**config.mk**
```make
export PLATFORM = sky130hd
export DESIGN_NAME = sdram_rd_channel_sched
export DESIGN_NICKNAME = d
export VERILOG_FILES = /design/src/rtl/sdram_sched_pkg.sv /design/src/rtl/rr_pick.sv /design/src/rtl/sdram_rd_channel_sched.sv
export SDC_FILE = /design/constraint.sdc
export NUM_CORES = 1
export LEC_CHECK = 0
export CORE_AREA = 3 3 93 95
export DETAILED_ROUTE_END_ITERATION = 16
export DIE_AREA = 0 0 96 98
export GPL_TIMING_DRIVEN = 0
export PLACE_DENSITY = 0.82
export SYNTH_ARGS = -nofsm -noshare
export SYNTH_HDL_FRONTEND = slang
export SYNTH_SLANG_ARGS = --single-unit
```
**constraint.sdc**
```tcl
create_clock -name clk -period 12 [get_ports clk]
set_input_delay 3.6 -clock clk [delete_from_list [all_inputs] [get_ports clk]]
set_output_delay 3.6 -clock clk [all_outputs]
set_load 0.03 [all_outputs]
```
**src/rtl/sdram_sched_pkg.sv**
```systemverilog
// Shared constants for the SDRAM read-channel scheduler: FSM encodings,
// default channel geometry and the counter-width helper.
package sdram_sched_pkg;

  localparam int NUM_CH_DEF = 20;
  localparam int CH_W_DEF   = 8;

  typedef logic [1:0] state_t;

  localparam state_t IDLE = 2'd0;
  localparam state_t SCAN = 2'd1;
  localparam state_t REQ  = 2'd2;
  localparam state_t XFER = 2'd3;

  // Width needed to hold values 0..n-1, never narrower than one bit.
  function automatic int cnt_w(input int n);
    return (n < 2) ? 1 : $clog2(n);
  endfunction

endpackage

```
**src/rtl/rr_pick.sv**
```systemverilog
// Rotating-priority picker: the first set request strictly after `last`,
// wrapping around, found by rotate / priority-encode / un-rotate.
module rr_pick #(
  parameter int NUM_CH = 20,
  parameter int CH_W   = 8
) (
  input  logic [NUM_CH-1:0] req,
  input  logic [CH_W-1:0]   last,
  output logic              found,
  output logic [CH_W-1:0]   idx
);

  // One extra bit so start+offset (< 2*NUM_CH) never overflows.
  localparam int SW = CH_W + 1;

  logic [SW-1:0]       start;
  logic [SW-1:0]       off;
  logic [SW-1:0]       sum;
  logic [2*NUM_CH-1:0] dbl;
  logic [NUM_CH-1:0]   rot;

  always_comb begin
    start = ({1'b0, last} >= SW'(NUM_CH - 1)) ? '0 : {1'b0, last} + SW'(1);
    dbl   = {req, req};
    rot   = NUM_CH'(dbl >> start);
    found = 1'b0;
    off   = '0;
    for (int i = NUM_CH - 1; i >= 0; i--) begin
      if (rot[i]) begin
        found = 1'b1;
        off   = SW'(i);
      end
    end
    sum = start + off;
    if (sum >= SW'(NUM_CH)) begin
      sum = sum - SW'(NUM_CH);
    end
    idx = sum[CH_W-1:0];
  end

endmodule

```
**src/rtl/sdram_rd_channel_sched.sv**
```systemverilog
// Round-robin read-burst scheduler: picks the next ready channel, holds it on
// the select bus, requests one fixed-length burst and counts its beats.
module sdram_rd_channel_sched
  import sdram_sched_pkg::*;
#(
  parameter int NUM_CH    = NUM_CH_DEF,
  parameter int CH_W      = CH_W_DEF,
  parameter int BURST_LEN = 256,
  parameter int TMO_CYC   = 4096
) (
  input  logic              clk,
  input  logic              rst,
  input  logic              enable,
  input  logic [NUM_CH-1:0] ready_vec,
  output logic [CH_W-1:0]   channel,
  output logic              rd_req,
  input  logic              rd_gnt,
  input  logic              rd_beat,
  output logic              busy,
  output logic              burst_done,
  output logic              tmo_err,
  output logic [CH_W-1:0]   last_ch
);

  localparam int BEAT_W = cnt_w(BURST_LEN + 1);
  localparam int TMO_W  = cnt_w(TMO_CYC);

  state_t            state_reg;
  logic [BEAT_W-1:0] beat_cnt_reg;
  logic [TMO_W-1:0]  tmo_cnt_reg;
  logic [CH_W-1:0]   channel_reg;
  logic [CH_W-1:0]   last_ch_reg;
  logic              rd_req_reg;
  logic              burst_done_reg;
  logic              tmo_err_reg;

  logic              pick_found;
  logic [CH_W-1:0]   pick_idx;

  rr_pick #(
    .NUM_CH (NUM_CH),
    .CH_W   (CH_W)
  ) u_pick (
    .req   (ready_vec),
    .last  (last_ch_reg),
    .found (pick_found),
    .idx   (pick_idx)
  );

  always_ff @(posedge clk or posedge rst) begin
    if (rst) begin
      state_reg      <= IDLE;
      beat_cnt_reg   <= '0;
      tmo_cnt_reg    <= '0;
      channel_reg    <= '0;
      last_ch_reg    <= CH_W'(NUM_CH - 1);
      rd_req_reg     <= 1'b0;
      burst_done_reg <= 1'b0;
      tmo_err_reg    <= 1'b0;
    end else begin
      burst_done_reg <= 1'b0;
      tmo_err_reg    <= 1'b0;
      case (state_reg)
        IDLE: begin
          if (enable && (|ready_vec)) begin
            state_reg <= SCAN;
          end
        end
        SCAN: begin
          // Ready may have vanished since IDLE; then nothing is latched.
          if (pick_found) begin
            channel_reg <= pick_idx;
            last_ch_reg <= pick_idx;
            rd_req_reg  <= 1'b1;
            state_reg   <= REQ;
          end else begin
            state_reg <= IDLE;
          end
        end
        REQ: begin
          if (rd_gnt) begin
            rd_req_reg   <= 1'b0;
            beat_cnt_reg <= '0;
            tmo_cnt_reg  <= '0;
            state_reg    <= XFER;
          end
        end
        XFER: begin
          // A beat on the threshold cycle takes precedence over the timeout.
          if (rd_beat) begin
            tmo_cnt_reg <= '0;
            if (beat_cnt_reg == BEAT_W'(BURST_LEN - 1)) begin
              burst_done_reg <= 1'b1;
              state_reg      <= IDLE;
            end else begin
              beat_cnt_reg <= beat_cnt_reg + BEAT_W'(1);
            end
          end else if (tmo_cnt_reg == TMO_W'(TMO_CYC - 1)) begin
            tmo_err_reg <= 1'b1;
            state_reg   <= IDLE;
          end else begin
            tmo_cnt_reg <= tmo_cnt_reg + TMO_W'(1);
          end
        end
        default: state_reg <= IDLE;
      endcase
    end
  end

  assign channel    = channel_reg;
  assign last_ch    = last_ch_reg;
  assign rd_req     = rd_req_reg;
  assign burst_done = burst_done_reg;
  assign tmo_err    = tmo_err_reg;
  assign busy       = (state_reg != IDLE);

endmodule

```
# After elaboration in Yosys (flattened, before gate mapping)

Index checks and enable logic that the tools add are counted.

Shift operators: 1
Reduce and logical (&&, ||, !) cells: 11
Order comparisons: 2
Add/sub/neg operators: 5
Mux-type cells: 66
Equality and inequality tests: 13

Operators by type and width:

| cell                  | number |
|---|---|
| $mux 5                | 20 |
| $shr 40x9->20         | 1 |
| $mux 12               | 3 |
| $mux 9                | 4 |
| $mux 1                | 28 |
| $pmux 12 s2           | 1 |
| $reduce_or 20->1      | 1 |
| $pmux 9 s2            | 1 |
| $add 12x1->12 const B | 1 |
| $eq 12x12->1 const B  | 1 |
| $mux 2                | 6 |
| $ne 2x2->1 const B    | 5 |
| $add 8x1->9 const B   | 1 |
| $add 9x1->9 const B   | 1 |
| $add 9x5->9           | 1 |
| $eq 9x8->1 const B    | 1 |
| $ge 9x5->1 const B    | 1 |
| $ne 3x3->1 const B    | 3 |
| $ge 8x5->1 const B    | 1 |
| $mux 8                | 1 |
| $pmux 2 s4            | 1 |
| $reduce_and 4->1      | 2 |
| $sub 8x5->8 const B   | 1 |
| $reduce_and 3->1      | 2 |
| other kinds (7)       | 10 |

Logic and storage cells: 106
Bits in registers: 42
Input bits: 25
Output and inout port bits: 20

# Longest topological paths before layout

Depth in word-level cells: 26
Gate-level depth with buffers: 25

# Cells and area by module

From an unflattened synthesis, not the netlist that was laid out.

Cell total of the unflattened synthesis: 617
Area, all modules: 4922.2 µm²

Modules (own cells, without submodules):

| module                 | area each (µm²) | cells each | times used |
|---|---|---|---|
| rr_pick                | 3002.9          | 406        | 1 |
| sdram_rd_channel_sched | 1919.3          | 211        | 1 |

# Least setup slack after synthesis

No wires, ideal clock.

Kind: input-to-reg
Start point: input port ready_vec[6]
End point: register channel_reg[3] (netlist: channel[3])
Data required time: 11875 ps
Cell stages on the path: 18
Path buffers: 1
Arrival time: 7730 ps
Setup time: 125 ps
Setup slack: 4145 ps
Path through: clkbuf_1 -> mux4_2 -> mux2_2 -> mux2i_1 -> nand2_1 -> o211a_1 -> or3b_4 -> o311a_1 -> nor3_1 -> ha_1 -> a21o_1 -> a21oi_1 -> xnor2_1 -> o21ai_0 -> and2_1 -> nand2_1 -> mux2_2 -> mux2_4

Longest elaborated chain between the ends: 24
Elaborated cells between the ends (all ways): 46
Those cells by class: add/sub: 2; order compare: 1; shift: 1; mux: 41; reduce/logical: 1

Ends and longest elaborated chain:

| what                                      | line                         | RTL |
|---|---|---|
| start, declared                           | sdram_rd_channel_sched.sv:14 | `input logic [NUM_CH-1:0] ready_vec,` |
| $shr 40x9->20 *                           | rr_pick.sv:25                | `rot = NUM_CH'(dbl >> start);` |
| $mux 5 (20 in a row)                      | rr_pick.sv:29                | `if (rot[i]) begin` |
| $add 9x5->9                               | rr_pick.sv:34                | `sum = start + off;` |
| $sub 8x5->8 or $ge 9x5->1 (tied branches) | rr_pick.sv:36, rr_pick.sv:35 |  |
| $mux 8                                    | rr_pick.sv:35                | `if (sum >= SW'(NUM_CH)) begin` |
| end signal, assigned                      | sdram_rd_channel_sched.sv:72 | `channel_reg <= pick_idx;` |
| end, declared                             | sdram_rd_channel_sched.sv:31 | `logic [CH_W-1:0] channel_reg;` |

Every way passes the cells marked *; elsewhere a longest branch is shown, timed or not.
A chain may end at the register's enable or synchronous reset.

# Worst setup path after layout

Start point: input port ready_vec[2]
End point: register channel_reg[3] (netlist: channel[3])

The elaborated chain is that of the path after synthesis.

==> results by group <==
Clock tree
  • CTS tree: done
  • Clock sink count: 37
  • Post-CTS sizing: 0
  • Root buffer cell: clkbuf_8
  • Post-CTS Hold Fix Bufs: 0
  • CTS H-Tree Depth: 2
  • Worst-Skew Late Latency: between 200 and 300 ps
  • Post-CTS setup buffer count: 0
  • Clk pin slew, worst setup/hold paths: 70 ps
  • CTS max path bufs: 2
  • Total CTS buffers: 5

Worst setup path
  • Reg2reg path depth: 22
  • Critical path type: input pin to register
  • Critical-path maximum fanout: 6
  • Reg2Reg Setup Slack: roughly 5400 ps
  • R2R Path End: channel[3]
  • Crit. Startpoint: ready_vec[2]
  • Crit end category: register
  • CP Capture Point: channel[3]
  • Worst path cell trace: clkdlybuf4s50_1, mux4_2, mux2_2, mux2i_1, nand2_1, o211a_1, or3b_4, o311a_1, nor3_1, ha_1, a21o_1, a21oi_1, xnor2_1, o21ai_0, and2_1, nand2_1, mux2_2, mux2_4
  • CP max-delay cell: clkdlybuf4s50_1
  • Worst flop-to-flop path startpoint: last_ch[0]
  • Setup crit start kind: input pin
  • Worst EP required: around 12000 ps
  • Data arrival time of the worst path: 8930 ps
  • CP max stage delay: 620 ps

Timing
  • Highest Clock Rate: 114.2 MHz
  • Fin. max-slew vios: 0
  • Worst hold margin: 481.0 ps
  • Setup TNS: 0 ps
  • Final hold viol count: 0
  • Period utilization: 73.00%
  • Clk_skew: 9.489 ps
  • Setup violations, final: 0
  • Worst Tran Pin Value: ~1200 ps
  • RSZ-0062 raised after global routing: no
  • Max-slew headroom: 18.62%
  • Final min period: approximately 9000 ps

Detailed routing
  • Pre-antenna DRT Iters: 7
  • Vias: 5483
  • DRC Markers: 0
  • Routed WL: 17070 µm
  • Final ANT Viol Nets: 0
  • WL/cell: 22.86 µm
  • First DRT Iteration DRCs: 671
  • Vias per cell: 7.340

Synthesis
  • Synth Warn #: 0
  • Number of synthesized flops with an enable pin: 0
  • Syn Inst Count: 596
  • Cell taking the most area after synthesis: dfrtp_1
  • Syn nets: 633
  • Synth area leaders: dfrtp_1 18%, o21ai_0 4.9%, mux2i_1 4.5%
  • Synth async-reset ratio: 100.0%
  • Top-area cell type share of the netlist area: between 15 and 20%
  • Unique cell type count in the Yosys netlist: around 90
  • Post-synthesis register bit count: 37
  • Synthesized area: about 4700 µm²
  • Ys flop type: dfrtp_1
  • Post-synthesis sequential area ratio: about a fifth
  • Avg Inst Size Synth: 7.912 µm²

Finish
  • Final Non-Filler Cells: 747
  • Antenna fix cells: 0
  • Largest register FFs: 12
  • Nets: 682
  • Layout Utilization: 68.53%
  • Layout cells sized above 1: between 10% and 20%
  • Area growth syn-to-layout: 13.45%

Floorplanning
  • Core Footprint: 7807 µm²
  • # rows: 32
  • I/O pin count: 45
  • Die Span X: between 90 and 100 µm
  • Die footprint: 9408 µm²
  • Die height: 98 µm
  • Initial Utilization: 60.40%

Global route
  • Grt total ovfl: 0
  • GR Util All Layers: 36.82%
  • First-pass GRT wire length: 27460 µm
  • Vias in the first global route: about 5200
  • Initial antenna violation count: 0
  • Largest net degree at the start of global routing: 38

Job
  • Max-cap violations: 0

Hold path
  • HP Class: register to register
  • Hold Path Cell Cnt: 1

Place
  • Detailed placement HPWL: approximately 13000 µm
  • Final GP Congestion: 1.053
  • Post-Place Cells: 740
  • Port Buffers: 42

Outcome
  • Status: complete, no violations
==> logic make-up after synthesis <==
| logic type | after synthesis | synth area share, % |
|---|---|---|
| compound gates | 201 | 29.61 |
| xor+xnor | 21 | 4.060 |
| fa+ha+maj | 12 | 3.343 |
| buf+inv | 64 | 7.058 |
| flops | 37 | 19.71 |
| mux | 44 | 11.94 |
| simple gates | 217 | 24.28 |
==> per-stage QoR <==
step,cell area [µm²],setup slack [ps]
6_report,5350,3240
5_1_grt,5350,2995
4_1_cts,5350,3369
3_5_place_dp,5264,3068
3_3_place_gp,5264,3156
2_1_floorplan,4716,4145
==> routing by layer <==
layer	GRT usage [%]	part of all wire (%)
met1	47.39	37
met2	56.45	44
met3	9.399	13
met4	18.71	6.5
met5	0	0
==> how the worst min path moves through the flow <==
stage,end,startpoint,slack [ps]
global route,tmo_cnt_reg[8],tmo_cnt_reg[8],500
finish,tmo_cnt_reg[8],tmo_cnt_reg[8],480
global placement,rd_req,rd_req,460
floorplan,tmo_cnt_reg[8],tmo_cnt_reg[8],440
CTS,tmo_cnt_reg[8],tmo_cnt_reg[8],480
detailed placement,rd_req,rd_req,470
==> cells in the mapped netlist (all sizes together) (4+ instances only) <==
master / count
nand4: 8
mux4: 6
mux2i: 21
a221oi: 4
o21ai: 49
and2: 4
or3: 7
xnor2: 10
and3b: 4
xor2: 11
dfrtp: 34
nor4: 6
and3: 9
o2111ai: 8
nand3: 31
a32oi: 5
a21oi: 30
nor3: 14
a22oi: 7
buf: 36
nor2: 54
mux2: 17
nand2: 50
ha: 11
o31ai: 7
o211ai: 21
nor2b: 6
clkbuf: 10
a211o: 4
inv: 17
a21o: 4
a211oi: 7
a31oi: 6
o22ai: 14
nand2b: 11
==> cells in the final DEF (no fill, tap or decap), drive strengths merged, types with 9 or more instances in the layout <==
master and count:
nor2 54, buf 36, clkdlybuf4s50 42, xor2 11, ha 11, nand2b 11, dfrtp 34, and3 9
o211ai 21, nand2 50, xnor2 10, mux2i 21, mux2 17, clkbuf 17, o22ai 14, a21oi 30
o21ai 49, inv 17, nand3 31, nor3 14
==> final cells by class <==
cell class	instances	area [µm²]
clock buffers	7	86.33
fillers	647	2457
plain buffers	46	264.0
multi-input cells	495	3453
flip-flops and latches	37	929.6
repair buffers	42	420.4
inverters	18	68.82
well taps	102	127.6
==> worst max-delay path: cells and delay by family <==
family / cells / cell delay (ps)
buffers and inverters: 1 / 620
AOI/OAI and AO/OA: 5 / 1050
muxes: 5 / 1870
and+or+nand+nor: 5 / 1280
xor gates and xnor gates: 1 / 220
adders and majority gates: 1 / 310
Power is not shown: default switching activity piles up to over one toggle a cycle in this logic, so the estimate is an artifact.
